<file path="src/rtl/control_multiciclo_if.sv">
// Control/status bundle between the multicycle control unit (master) and the datapath (slave).
// Carries decode inputs, memory handshake, every mux select/enable, and debug counters.
interface control_multiciclo_if #(
  parameter int ANCHO_CONT = 16
);
  logic [5:0]            opcode;
  logic                  oZero;
  logic                  MemListo;
  logic                  IoD;
  logic                  LeerMem;
  logic                  EscrMem;
  logic                  EscrIR;
  logic                  EscrPC;
  logic [1:0]            FuentePC;
  logic                  FuenteALUA;
  logic [1:0]            FuenteALUB;
  logic [1:0]            ALUOp;
  logic                  RegDest;
  logic                  MemaReg;
  logic                  EscrReg;
  logic                  Error;
  logic [3:0]            Estado;
  logic [ANCHO_CONT-1:0] NumInstr;

  modport master (
    input  opcode, oZero, MemListo,
    output IoD, LeerMem, EscrMem, EscrIR, EscrPC, FuentePC, FuenteALUA, FuenteALUB,
           ALUOp, RegDest, MemaReg, EscrReg, Error, Estado, NumInstr
  );

  modport slave (
    output opcode, oZero, MemListo,
    input  IoD, LeerMem, EscrMem, EscrIR, EscrPC, FuentePC, FuenteALUA, FuenteALUB,
           ALUOp, RegDest, MemaReg, EscrReg, Error, Estado, NumInstr
  );
endinterface

</file>
<file path="src/rtl/control_multiciclo.sv">
// Multicycle MIPS-subset control FSM: sequences fetch/decode/execute/mem/writeback over a
// shared ALU and unified memory, stalling on MemListo; counts retired instructions.
module control_multiciclo #(
  parameter int ANCHO_CONT = 16
) (
  input  logic                 clk,
  input  logic                 reset,
  control_multiciclo_if.master bus
);

  typedef enum logic [3:0] {
    FETCH    = 4'd0,
    DECODE   = 4'd1,
    MEMADR   = 4'd2,
    MEMREAD  = 4'd3,
    MEMWB    = 4'd4,
    MEMWRITE = 4'd5,
    EXEC     = 4'd6,
    ALUWB    = 4'd7,
    BRANCH   = 4'd8,
    JUMP     = 4'd9,
    ADDIEX   = 4'd10,
    ADDIWB   = 4'd11,
    ERROR    = 4'd12
  } estado_t;

  localparam logic [5:0] OP_R    = 6'b000000;
  localparam logic [5:0] OP_LW   = 6'b100011;
  localparam logic [5:0] OP_SW   = 6'b101011;
  localparam logic [5:0] OP_BEQ  = 6'b000100;
  localparam logic [5:0] OP_J    = 6'b000010;
  localparam logic [5:0] OP_ADDI = 6'b001000;

  estado_t               estado_q, estado_d;
  logic [ANCHO_CONT-1:0] num_q, num_d;
  logic                  error_q, error_d;

  always_comb begin
    estado_d = estado_q;
    case (estado_q)
      FETCH:    if (bus.MemListo) estado_d = DECODE;
      DECODE: begin
        case (bus.opcode)
          OP_LW, OP_SW: estado_d = MEMADR;
          OP_R:         estado_d = EXEC;
          OP_BEQ:       estado_d = BRANCH;
          OP_J:         estado_d = JUMP;
          OP_ADDI:      estado_d = ADDIEX;
          default:      estado_d = ERROR;
        endcase
      end
      MEMADR:   estado_d = (bus.opcode == OP_LW) ? MEMREAD : MEMWRITE;
      MEMREAD:  if (bus.MemListo) estado_d = MEMWB;
      MEMWB:    estado_d = FETCH;
      MEMWRITE: if (bus.MemListo) estado_d = FETCH;
      EXEC:     estado_d = ALUWB;
      ALUWB:    estado_d = FETCH;
      BRANCH:   estado_d = FETCH;
      JUMP:     estado_d = FETCH;
      ADDIEX:   estado_d = ADDIWB;
      ADDIWB:   estado_d = FETCH;
      ERROR:    estado_d = ERROR;
      default:  estado_d = ERROR;
    endcase
  end

  // Any entry into FETCH from another state is a retirement; ERROR and DECODE never reach FETCH.
  always_comb begin
    num_d   = num_q;
    error_d = error_q | (estado_d == ERROR);
    if (estado_q != FETCH && estado_d == FETCH) num_d = num_q + 1'b1;
  end

  always_ff @(posedge clk or posedge reset) begin
    if (reset) begin
      estado_q <= FETCH;
      num_q    <= '0;
      error_q  <= 1'b0;
    end else begin
      estado_q <= estado_d;
      num_q    <= num_d;
      error_q  <= error_d;
    end
  end

  logic       iod, leer, escr_mem, escr_ir, escr_pc, fuente_a, reg_dest, mema_reg, escr_reg;
  logic [1:0] fuente_pc, fuente_b, alu_op;

  always_comb begin
    iod       = 1'b0;
    leer      = 1'b0;
    escr_mem  = 1'b0;
    escr_ir   = 1'b0;
    escr_pc   = 1'b0;
    fuente_pc = 2'b00;
    fuente_a  = 1'b0;
    fuente_b  = 2'b00;
    alu_op    = 2'b00;
    reg_dest  = 1'b0;
    mema_reg  = 1'b0;
    escr_reg  = 1'b0;
    case (estado_q)
      FETCH: begin
        leer     = 1'b1;
        fuente_b = 2'b01;
        escr_ir  = bus.MemListo;
        escr_pc  = bus.MemListo;
      end
      DECODE:   fuente_b = 2'b11;
      MEMADR: begin
        fuente_a = 1'b1;
        fuente_b = 2'b10;
      end
      MEMREAD: begin
        iod  = 1'b1;
        leer = 1'b1;
      end
      MEMWB: begin
        mema_reg = 1'b1;
        escr_reg = 1'b1;
      end
      MEMWRITE: begin
        iod      = 1'b1;
        escr_mem = 1'b1;
      end
      EXEC: begin
        fuente_a = 1'b1;
        alu_op   = 2'b10;
      end
      ALUWB: begin
        reg_dest = 1'b1;
        escr_reg = 1'b1;
      end
      BRANCH: begin
        fuente_a  = 1'b1;
        alu_op    = 2'b01;
        fuente_pc = 2'b01;
        escr_pc   = bus.oZero;
      end
      JUMP: begin
        fuente_pc = 2'b10;
        escr_pc   = 1'b1;
      end
      ADDIEX: begin
        fuente_a = 1'b1;
        fuente_b = 2'b10;
      end
      ADDIWB:   escr_reg = 1'b1;
      default: ;
    endcase
  end

  // Write enables are masked by reset so an abandoned access or load cannot commit.
  assign bus.IoD        = iod;
  assign bus.LeerMem    = leer;
  assign bus.EscrMem    = escr_mem & ~reset;
  assign bus.EscrIR     = escr_ir & ~reset;
  assign bus.EscrPC     = escr_pc & ~reset;
  assign bus.FuentePC   = fuente_pc;
  assign bus.FuenteALUA = fuente_a;
  assign bus.FuenteALUB = fuente_b;
  assign bus.ALUOp      = alu_op;
  assign bus.RegDest    = reg_dest;
  assign bus.MemaReg    = mema_reg;
  assign bus.EscrReg    = escr_reg & ~reset;
  assign bus.Error      = error_q;
  assign bus.Estado     = estado_q;
  assign bus.NumInstr   = num_q;

endmodule

</file>
<file path="src/flat_wrapper.sv">
// flat-port wrapper written by rule: the top's interface ports become plain ports
module control_multiciclo_flat 
#(
  parameter int ANCHO_CONT = 16
)
  (clk, reset, bus_opcode, bus_oZero, bus_MemListo, bus_IoD, bus_LeerMem, bus_EscrMem, bus_EscrIR, bus_EscrPC, bus_FuentePC, bus_FuenteALUA, bus_FuenteALUB, bus_ALUOp, bus_RegDest, bus_MemaReg, bus_EscrReg, bus_Error, bus_Estado, bus_NumInstr);
  control_multiciclo_if #(.ANCHO_CONT(ANCHO_CONT)) bus_i ();
  input  logic clk;
  input  logic reset;
  input wire logic [$bits(bus_i.opcode)-1:0] bus_opcode;
  input wire logic [$bits(bus_i.oZero)-1:0] bus_oZero;
  input wire logic [$bits(bus_i.MemListo)-1:0] bus_MemListo;
  output wire logic [$bits(bus_i.IoD)-1:0] bus_IoD;
  output wire logic [$bits(bus_i.LeerMem)-1:0] bus_LeerMem;
  output wire logic [$bits(bus_i.EscrMem)-1:0] bus_EscrMem;
  output wire logic [$bits(bus_i.EscrIR)-1:0] bus_EscrIR;
  output wire logic [$bits(bus_i.EscrPC)-1:0] bus_EscrPC;
  output wire logic [$bits(bus_i.FuentePC)-1:0] bus_FuentePC;
  output wire logic [$bits(bus_i.FuenteALUA)-1:0] bus_FuenteALUA;
  output wire logic [$bits(bus_i.FuenteALUB)-1:0] bus_FuenteALUB;
  output wire logic [$bits(bus_i.ALUOp)-1:0] bus_ALUOp;
  output wire logic [$bits(bus_i.RegDest)-1:0] bus_RegDest;
  output wire logic [$bits(bus_i.MemaReg)-1:0] bus_MemaReg;
  output wire logic [$bits(bus_i.EscrReg)-1:0] bus_EscrReg;
  output wire logic [$bits(bus_i.Error)-1:0] bus_Error;
  output wire logic [$bits(bus_i.Estado)-1:0] bus_Estado;
  output wire logic [$bits(bus_i.NumInstr)-1:0] bus_NumInstr;
  assign bus_i.opcode = bus_opcode;
  assign bus_i.oZero = bus_oZero;
  assign bus_i.MemListo = bus_MemListo;
  assign bus_IoD = bus_i.IoD;
  assign bus_LeerMem = bus_i.LeerMem;
  assign bus_EscrMem = bus_i.EscrMem;
  assign bus_EscrIR = bus_i.EscrIR;
  assign bus_EscrPC = bus_i.EscrPC;
  assign bus_FuentePC = bus_i.FuentePC;
  assign bus_FuenteALUA = bus_i.FuenteALUA;
  assign bus_FuenteALUB = bus_i.FuenteALUB;
  assign bus_ALUOp = bus_i.ALUOp;
  assign bus_RegDest = bus_i.RegDest;
  assign bus_MemaReg = bus_i.MemaReg;
  assign bus_EscrReg = bus_i.EscrReg;
  assign bus_Error = bus_i.Error;
  assign bus_Estado = bus_i.Estado;
  assign bus_NumInstr = bus_i.NumInstr;
  control_multiciclo #(.ANCHO_CONT(ANCHO_CONT)) u_core (.clk(clk), .reset(reset), .bus(bus_i));
endmodule
</file>
<file path="config.mk">
export PLATFORM = sky130hd
export DESIGN_NAME = control_multiciclo_flat
export DESIGN_NICKNAME = d
export VERILOG_FILES = /design/src/rtl/control_multiciclo_if.sv /design/src/rtl/control_multiciclo.sv /design/src/flat_wrapper.sv
export SDC_FILE = /design/constraint.sdc
export NUM_CORES = 1
export LEC_CHECK = 0
export CAP_MARGIN = 20
export CORE_MARGIN = 4
export CORE_UTILIZATION = 42
export DETAILED_ROUTE_END_ITERATION = 8
export PLACE_DENSITY = 0.75
export SLEW_MARGIN = 20
export SYNTH_ARGS = -nofsm -noshare
export SYNTH_HDL_FRONTEND = slang
export SYNTH_SLANG_ARGS = --single-unit
</file>
<file path="constraint.sdc">
create_clock -name clk -period 2.08 [get_ports clk]
set_input_delay 0.416 -clock clk [delete_from_list [all_inputs] [get_ports clk]]
set_output_delay 0.416 -clock clk [all_outputs]
set_load 0.01 [all_outputs]
</file>
==> summary.txt, run 1 <==
Routing
  – DR WL/cell: 14.9 um
  – ANT nets after route: 0
  – Routed vias/inst: a little over 5
  – Initial DRC Count: 39
  – TritonRoute pass-1 iters: 4
  – Routed wire length: 4140 um
  – Vias post-DR: 1438
  – DRC Markers: 0

Outcome
  – Failing checks: setup timing
  – Status: finished, violations left

Power
  – Pwr Density: 1170 mW/mm2
  – Sequential Power Share: 23.6%
  – Sw Share: 42.4%
  – Clock power share: just over 7%
  – Int Pwr: approximately 1.6 mW
  – P_sw: about 1.2 mW
  – Leak: about 1.1 nW
  – VDD IR max: 0.000816 V
  – Combinational share of power: 69.2%
  – Pwr Total: 2.74 mW

Timing
  – Worst Max-Slew Pin Slew: 0.362 ns
  – Setup ws final: -0.369 ns
  – Final worst path period share: 118%
  – Tmin final: between 2 and 2.5 ns
  – Final setup violating endpoints: 18
  – RSZ-0062 raised after global routing: true
  – Slew margin rel.: about three quarters
  – Fmax achieved: between 400 and 500 MHz
  – Clock skew: about 0.0063 ns
  – Final hold vios: 0
  – Pins Over Slew Limit: 0

Die
  – Die height: roughly 66 um
  – Die width: ~66 um
  – Full die area: 0.00442 mm2
  – Number of placed I/O pins: 46
  – Site row count: 20
  – Core area: 0.00315 mm2
  – Starting density of the core: 45.6%

Placed design
  – Hpwl dp: 2790 um
  – Gpl congestion: 0.860
  – DP Worst Slack: -0.813 ns
  – PortBufs: 45

Clocking
  – Clk buf depth: 2
  – Clk Latency, worst-skew pair: approximately 0.3 ns
  – CTS Root Cell: clkbuf_4
  – Num CTS Buffers: 3
  – TritonCTS Sinks: 21
  – Clock-pin transition on the worst setup and hold timing paths: 0.12 ns
  – TritonCTS clock tree: yes
  – H-tree levels: 1

Layout
  – Area grow syn2layout: 62.7%
  – Fin nets: 245
  – Ant. Diodes: 0
  – Share of layout cells above drive strength 1: 45.1%

Yosys
  – Post-synth ARST share: between 90% and 100%
  – Syn_nets: 159
  – Cells after Synth: 148
  – Yosys reg bits: 21
  – YS warnings: 0
  – EDFF count, synth: 0
  – Post-synth top area share: 36.6%
  – Avg Cell Area, Syn: slightly below 10 um2
  – Netlist Area Pre-Place: roughly 0.0014 mm2
  – Post-synth cell types: 50
  – Leading area contributor after synthesis: dfrtp_1
  – Post-synthesis sequential area ratio: a little over a third
  – Ys flop type: dfrtp_1
  – Top cells by area, synth: dfrtp_1 37%, xor2_1 7.3%, nor2_1 5.5%

Setup path
  – Crit end category: flip-flop
  – Crit path kind: flip-flop to flip-flop
  – Crit path required time: 2.28 ns
  – CP max FO: 8
  – Critical Path AT: between 2 and 3 ns
  – CP Launch Type: flip-flop

Global routing
  – Total GRT Usage: between 10% and 20%
  – Initial antenna violation count: 0
  – Total gr overflow: 0
  – First-pass GRT wire length: roughly 6800 um
  – Largest net degree at the start of global routing: 15
  – Vias in the first global route: between 1000 and 1500

Run
  – Number of max-cap violations: 0

Hold path
  – Hold Path Class: flip-flop to flip-flop
==> Yosys cell counts (all sizes together), types with 2 or more instances <==
master,n
nor4b,2
nor4,4
or3,2
clkbuf,2
xnor2,6
dfrtp,21
inv,6
nand3,6
nor3,11
xor2,12
and2,2
nor2,21
a21oi,2
nand2,7
o21ai,7
buf,5
or2,4
nand2b,5
==> power groups by stage <==
stage / clock network [mW] / logic (mW) / registers [mW]
CTS: 0.205 / 1.74 / 0.635
global route: 0.226 / 2.02 / 0.664
detailed placement: 0 / 1.43 / 0.650
global placement: 0 / 1.39 / 0.643
finish: 0.196 / 1.90 / 0.646
floorplan: 0 / 0.816 / 0.671
==> what timing repair did <==
item	CTS	global route
gates resized for setup	78	21
buffers inserted	10	7
hold buffers	0	0
pin swaps	15	9
endpoints found under the setup margin	31	29
gates cloned	1	0
==> registers in the layout (all words and copies together) (netlist names) <==
register / count
u_core.bus.NumInstr: 16
u_core.bus.Error: 1
u_core.bus.Estado: 4
==> cell type report <==
| cell class | instances | area [um2] |
|---|---|---|
| multi-input combinational | 115 | 983 |
| fill | 237 | 816 |
| timing repair buffer | 87 | 719 |
| sequential | 21 | 529 |
| tap | 44 | 55.1 |
| clock buffer | 3 | 22.5 |
| inverter | 6 | 22.5 |
| clock inverter | 1 | 5.00 |
==> path summary, 6_finish.rpt <==
path	slack, ns	endpoint	start	cells past startpoint
hold reg to reg	0.47	u_core.bus.NumInstr[15]$_DFFE_PP0P_	u_core.bus.NumInstr[15]$_DFFE_PP0P_	1
setup / recovery	-0.37	u_core.bus.NumInstr[0]$_DFFE_PP0P_	u_core.bus.Estado[3]$_DFF_PP0_	8
setup reg to reg	-0.37	u_core.bus.NumInstr[0]$_DFFE_PP0P_	u_core.bus.Estado[3]$_DFF_PP0_	8
hold / removal	0.47	u_core.bus.NumInstr[15]$_DFFE_PP0P_	u_core.bus.NumInstr[15]$_DFFE_PP0P_	1
max in group asynchronous	1.38	u_core.bus.Estado[3]$_DFF_PP0_	reset	3
min in group asynchronous	0.48	u_core.bus.NumInstr[13]$_DFFE_PP0P_	reset	3
==> worst max-delay path, stage by stage, from the launching register on <==
cell and delay, ns:
dfrtp_2 0.45, buf_6 0.14, xnor2_4 0.18, o22ai_2 0.12
a221o_2 0.41, buf_4 0.14, or4b_4 0.60, buf_4 0.19
xnor2_2 0.12
==> placed cells by master (no fill, tap or decap), drive strengths merged, types with 2 or more instances in the layout <==
cell type      Yosys  layout
and2               2       2
o21ai              7       7
inv                6       6
nand2b             5       5
nor4               4       4
xor2              12      12
dlygate4sd2        0       6
buf                5      50
dfrtp             21      21
clkdlybuf4s50      0      25
nand2              7       7
nor4b              2       2
nor2              21      21
or3                2       2
xnor2              6       6
nor3              11      11
nand3              6       6
a21oi              2       2
or4b               1       2
clkbuf             2       9
or2                4       4
==> through the flow <==
| step | instances | instance area, um2 | util [%] | setup TNS [ns] | hold slack [ns] |
|---|---|---|---|---|---|
| finish | 277 | 2340 | 74.1 | -4.89 | 0.471 |
| global route | 277 | 2340 | 74.1 | -6.36 | 0.490 |
| CTS | 273 | 2280 | 72.2 | -4.48 | 0.467 |
| detailed placement | 258 | 2080 | 66.1 | -12.55 | 0.450 |
| global placement | 258 | 2080 | 66.1 | -10.96 | 0.443 |
| floorplan | 148 | 1450 | - | -2.00 | 0.412 |
==> logic make-up (layout without fill, tap and decap cells) <==
| group | Yosys count | in the layout | share of synthesized area [%] |
|---|---|---|---|
| compound gates | 21 | 21 | 10.4 |
| xor+xnor | 18 | 18 | 11.0 |
| fa+ha+maj | 1 | 1 | 0.871 |
| buf+inv | 13 | 97 | 6.97 |
| flops | 21 | 21 | 36.6 |
| mux | 1 | 1 | 1.04 |
| simple gates | 73 | 74 | 33.2 |
==> routing by layer <==
layer,vias to the layer above,part of all wire [%],track usage (%)
li1,691,-,-
met1,715,42,24.4
met2,26,54,34.9
met3,6,3.6,4.55
met4,0,0.80,3.30
met5,-,0,0
No activity file was read; power rests on OpenSTA's default activity.
==> inputs of run 2 (changes only) <==
- SETUP_SLACK_MARGIN: not set -> 0.15
==> summary.txt, run 2 (synthesis gave the netlist of run 1 again) <==
Placed design
  – Gpl congestion: 0.860 (unchanged)
  – DP Worst Slack: -0.813 ns (unchanged)
  – Hpwl dp: 2790 um (unchanged)
  – PortBufs: 45 (unchanged)

Layout
  – Most frequent cells in the layout: 33 x buf_4, 22 x clkdlybuf4s50_1, 18 x dfrtp_1, 14 x buf_2, 13 x buf_6
  – Area grow syn2layout: 67.6%
  – Layout filler cell count: 213 (-10%)
  – Fin nets: 248 (+1.2%)
  – Post-layout util: 76.3% (+2.2 points)
  – Largest register FFs: 16 (unchanged)
  – Share of layout cells above drive strength 1: 47.9% (+2.8 points)
  – Most common cell after layout, fill and taps aside: buf_4
  – Ant. Diodes: 0 (unchanged)

Setup path
  – Reg2Reg Setup Slack: -0.38 ns (about the same)
  – Worst r2r path cells: 8 (unchanged)
  – CP Launch Point: u_core.bus.Estado[3]$_DFF_PP0_
  – R2r endpoint: u_core.bus.NumInstr[0]$_DFFE_PP0P_
  – Reg2reg start: u_core.bus.Estado[3]$_DFF_PP0_
  – End point of the critical path: u_core.bus.NumInstr[0]$_DFFE_PP0P_
  – Critical Path AT: 2.67 ns (+0.02 ns)
  – Crit end category: flip-flop
  – Crit path kind: flip-flop to flip-flop
  – CP max FO: 8 (unchanged)
  – Crit path required time: 2.29 ns (about the same)
  – CP Launch Type: flip-flop

Timing
  – RSZ-0062 raised after global routing: true
  – Worst Max-Slew Pin Slew: 0.410 ns (+0.0480 ns)
  – Final setup violating endpoints: 21 (+3)
  – Final hold vios: 0 (unchanged)
  – Final worst path period share: 118% (+0.59 points)
  – Clock skew: 0.00541 ns (-0.000895 ns)
  – Slew margin rel.: 71.9% (-3.3 points)
  – Tmin final: 2.46 ns (+0.0123 ns)
  – Setup ws final: -0.381 ns (-0.0123 ns)
  – Fmax achieved: 406 MHz (-0.50%)
  – Pins Over Slew Limit: 0 (unchanged)

Die
  – Full die area: 0.00442 mm2 (unchanged)
  – Core area: 0.00315 mm2 (unchanged)
  – Starting density of the core: 45.6% (unchanged)
  – Number of placed I/O pins: 46 (unchanged)
  – Die height: 66.5 um (unchanged)
  – Site row count: 20 (unchanged)
  – Die width: 66.5 um (unchanged)

Routing
  – TritonRoute pass-1 iters: 6 (+2)
  – Routed wire length: 4240 um (+2.3%)
  – Vias post-DR: 1457 (+1.3%)
  – Routed vias/inst: 5.20 (+0.24%)
  – DRC Markers: 0 (unchanged)
  – Initial DRC Count: 26 (-33%)
  – DR WL/cell: 15.1 um (+1.2%)
  – ANT nets after route: 0 (unchanged)

Global routing
  – Vias in the first global route: 1458 (+1.5%)
  – Met3 usage: 3.88% (-0.67 points)
  – Initial antenna violation count: 0 (unchanged)
  – Total GRT Usage: 19.7% (+0.064 points)
  – Largest net degree at the start of global routing: 15 (unchanged)
  – Global routing's busiest layer: met2
  – Total gr overflow: 0 (unchanged)
  – First-pass GRT wire length: 6860 um (+1.0%)
  – Met1 usage: 24.4% (-0.026 points)
  – Met2 Resource Use GR: 35.6% (+0.62 points)

Power
  – VDD IR max: 0.000915 V (+12%)
  – Leak: 1.15 nW (+6.0%)
  – Pwr Total: 2.79 mW (+1.9%)
  – Pwr Density: 1160 mW/mm2 (-1.1%)

Outcome
  – Failing checks: setup timing
  – Status: finished, violations left

Clocking
  – CTS Root Cell: clkbuf_4
  – Num CTS Buffers: 3 (unchanged)
  – Clk Latency, worst-skew pair: 0.31 ns (about the same)
  – Clk buf depth: 2 (unchanged)
  – Clock-pin transition on the worst setup and hold timing paths: 0.12 ns (about the same)
  – H-tree levels: 1 (unchanged)
  – TritonCTS clock tree: yes
  – TritonCTS Sinks: 21 (unchanged)

Hold path
  – Hold Path Class: input port to async pin

Run
  – Number of max-cap violations: 0 (unchanged)
==> run 2: cell types whose count changed in the layout (fill, tap and decap cells not counted), sizes merged <==
cell	previous run	this run
buf	50	60
clkbuf	9	3
clkdlybuf4s50	25	22
dlymetal6s2s	0	2
==> run 2: where the power goes <==
group	switching [mW]	internal, mW	total (mW)
sequential	0.129	0.511	0.641
clock	0.128	0.0719	0.200
combinational	0.942	1.01	1.95
==> run 2: worst min-delay path by stage <==
stage                                          endpoint  slack, ns  cells past startpoint
floorplan                    u_core.bus.Error$_DFF_PP0_       0.41                      1
CTS                 u_core.bus.NumInstr[13]$_DFFE_PP0P_       0.47                      3
finish              u_core.bus.NumInstr[13]$_DFFE_PP0P_       0.47                      3
global route        u_core.bus.NumInstr[13]$_DFFE_PP0P_       0.49                      3
global placement             u_core.bus.Error$_DFF_PP0_       0.44                      1
detailed placement           u_core.bus.Error$_DFF_PP0_       0.45                      1
==> run 2: critical path: stages, from the launching register on <==
cell and delay (ns):
dfrtp_2 0.45, buf_6 0.14, xnor2_4 0.17, o22ai_2 0.12, a221o_2 0.41, buf_4 0.14, or4b_4 0.61, buf_4 0.20
xnor2_2 0.12
==> run 2: what timing repair did <==
item,in CTS,in global routing
pin swaps,14,7
cloned,1,0
hold buffers,0,0
buffers inserted,12,5
hold endpoints to repair,0,0
resized for setup,105,17
endpoints found under the setup margin,32,33
==> run 2: area by class of cell <==
class	instances	area (um2)	share of cell area [%]
Multi-Input combinational cell	115	1010	42.0
Timing Repair Buffer	90	762	31.7
Sequential cell	21	529	22.0
Tap cell	44	55.1	2.29
Clock buffer	3	22.5	0.936
Inverter	6	22.5	0.936
Clock inverter	1	5.00	0.208
==> run 2: through the flow <==
step / instance area, um2 / cells / TNS (ns) / hold WS, ns
after global placement: 2080 / 258 / -10.96 / 0.443
after CTS: 2290 / 275 / -4.62 / 0.467
after floorplan: 1450 / 148 / -2.00 / 0.412
after global routing: 2410 / 280 / -7.04 / 0.492
final: 2410 / 280 / -5.23 / 0.470
after detailed placement: 2080 / 258 / -12.55 / 0.450
==> run 2: routing by layer <==
layer,share of wire (%),vias up
li1,-,695
met1,43,717
met2,52,36
met3,3.5,9
met4,1.8,0
met5,0,-
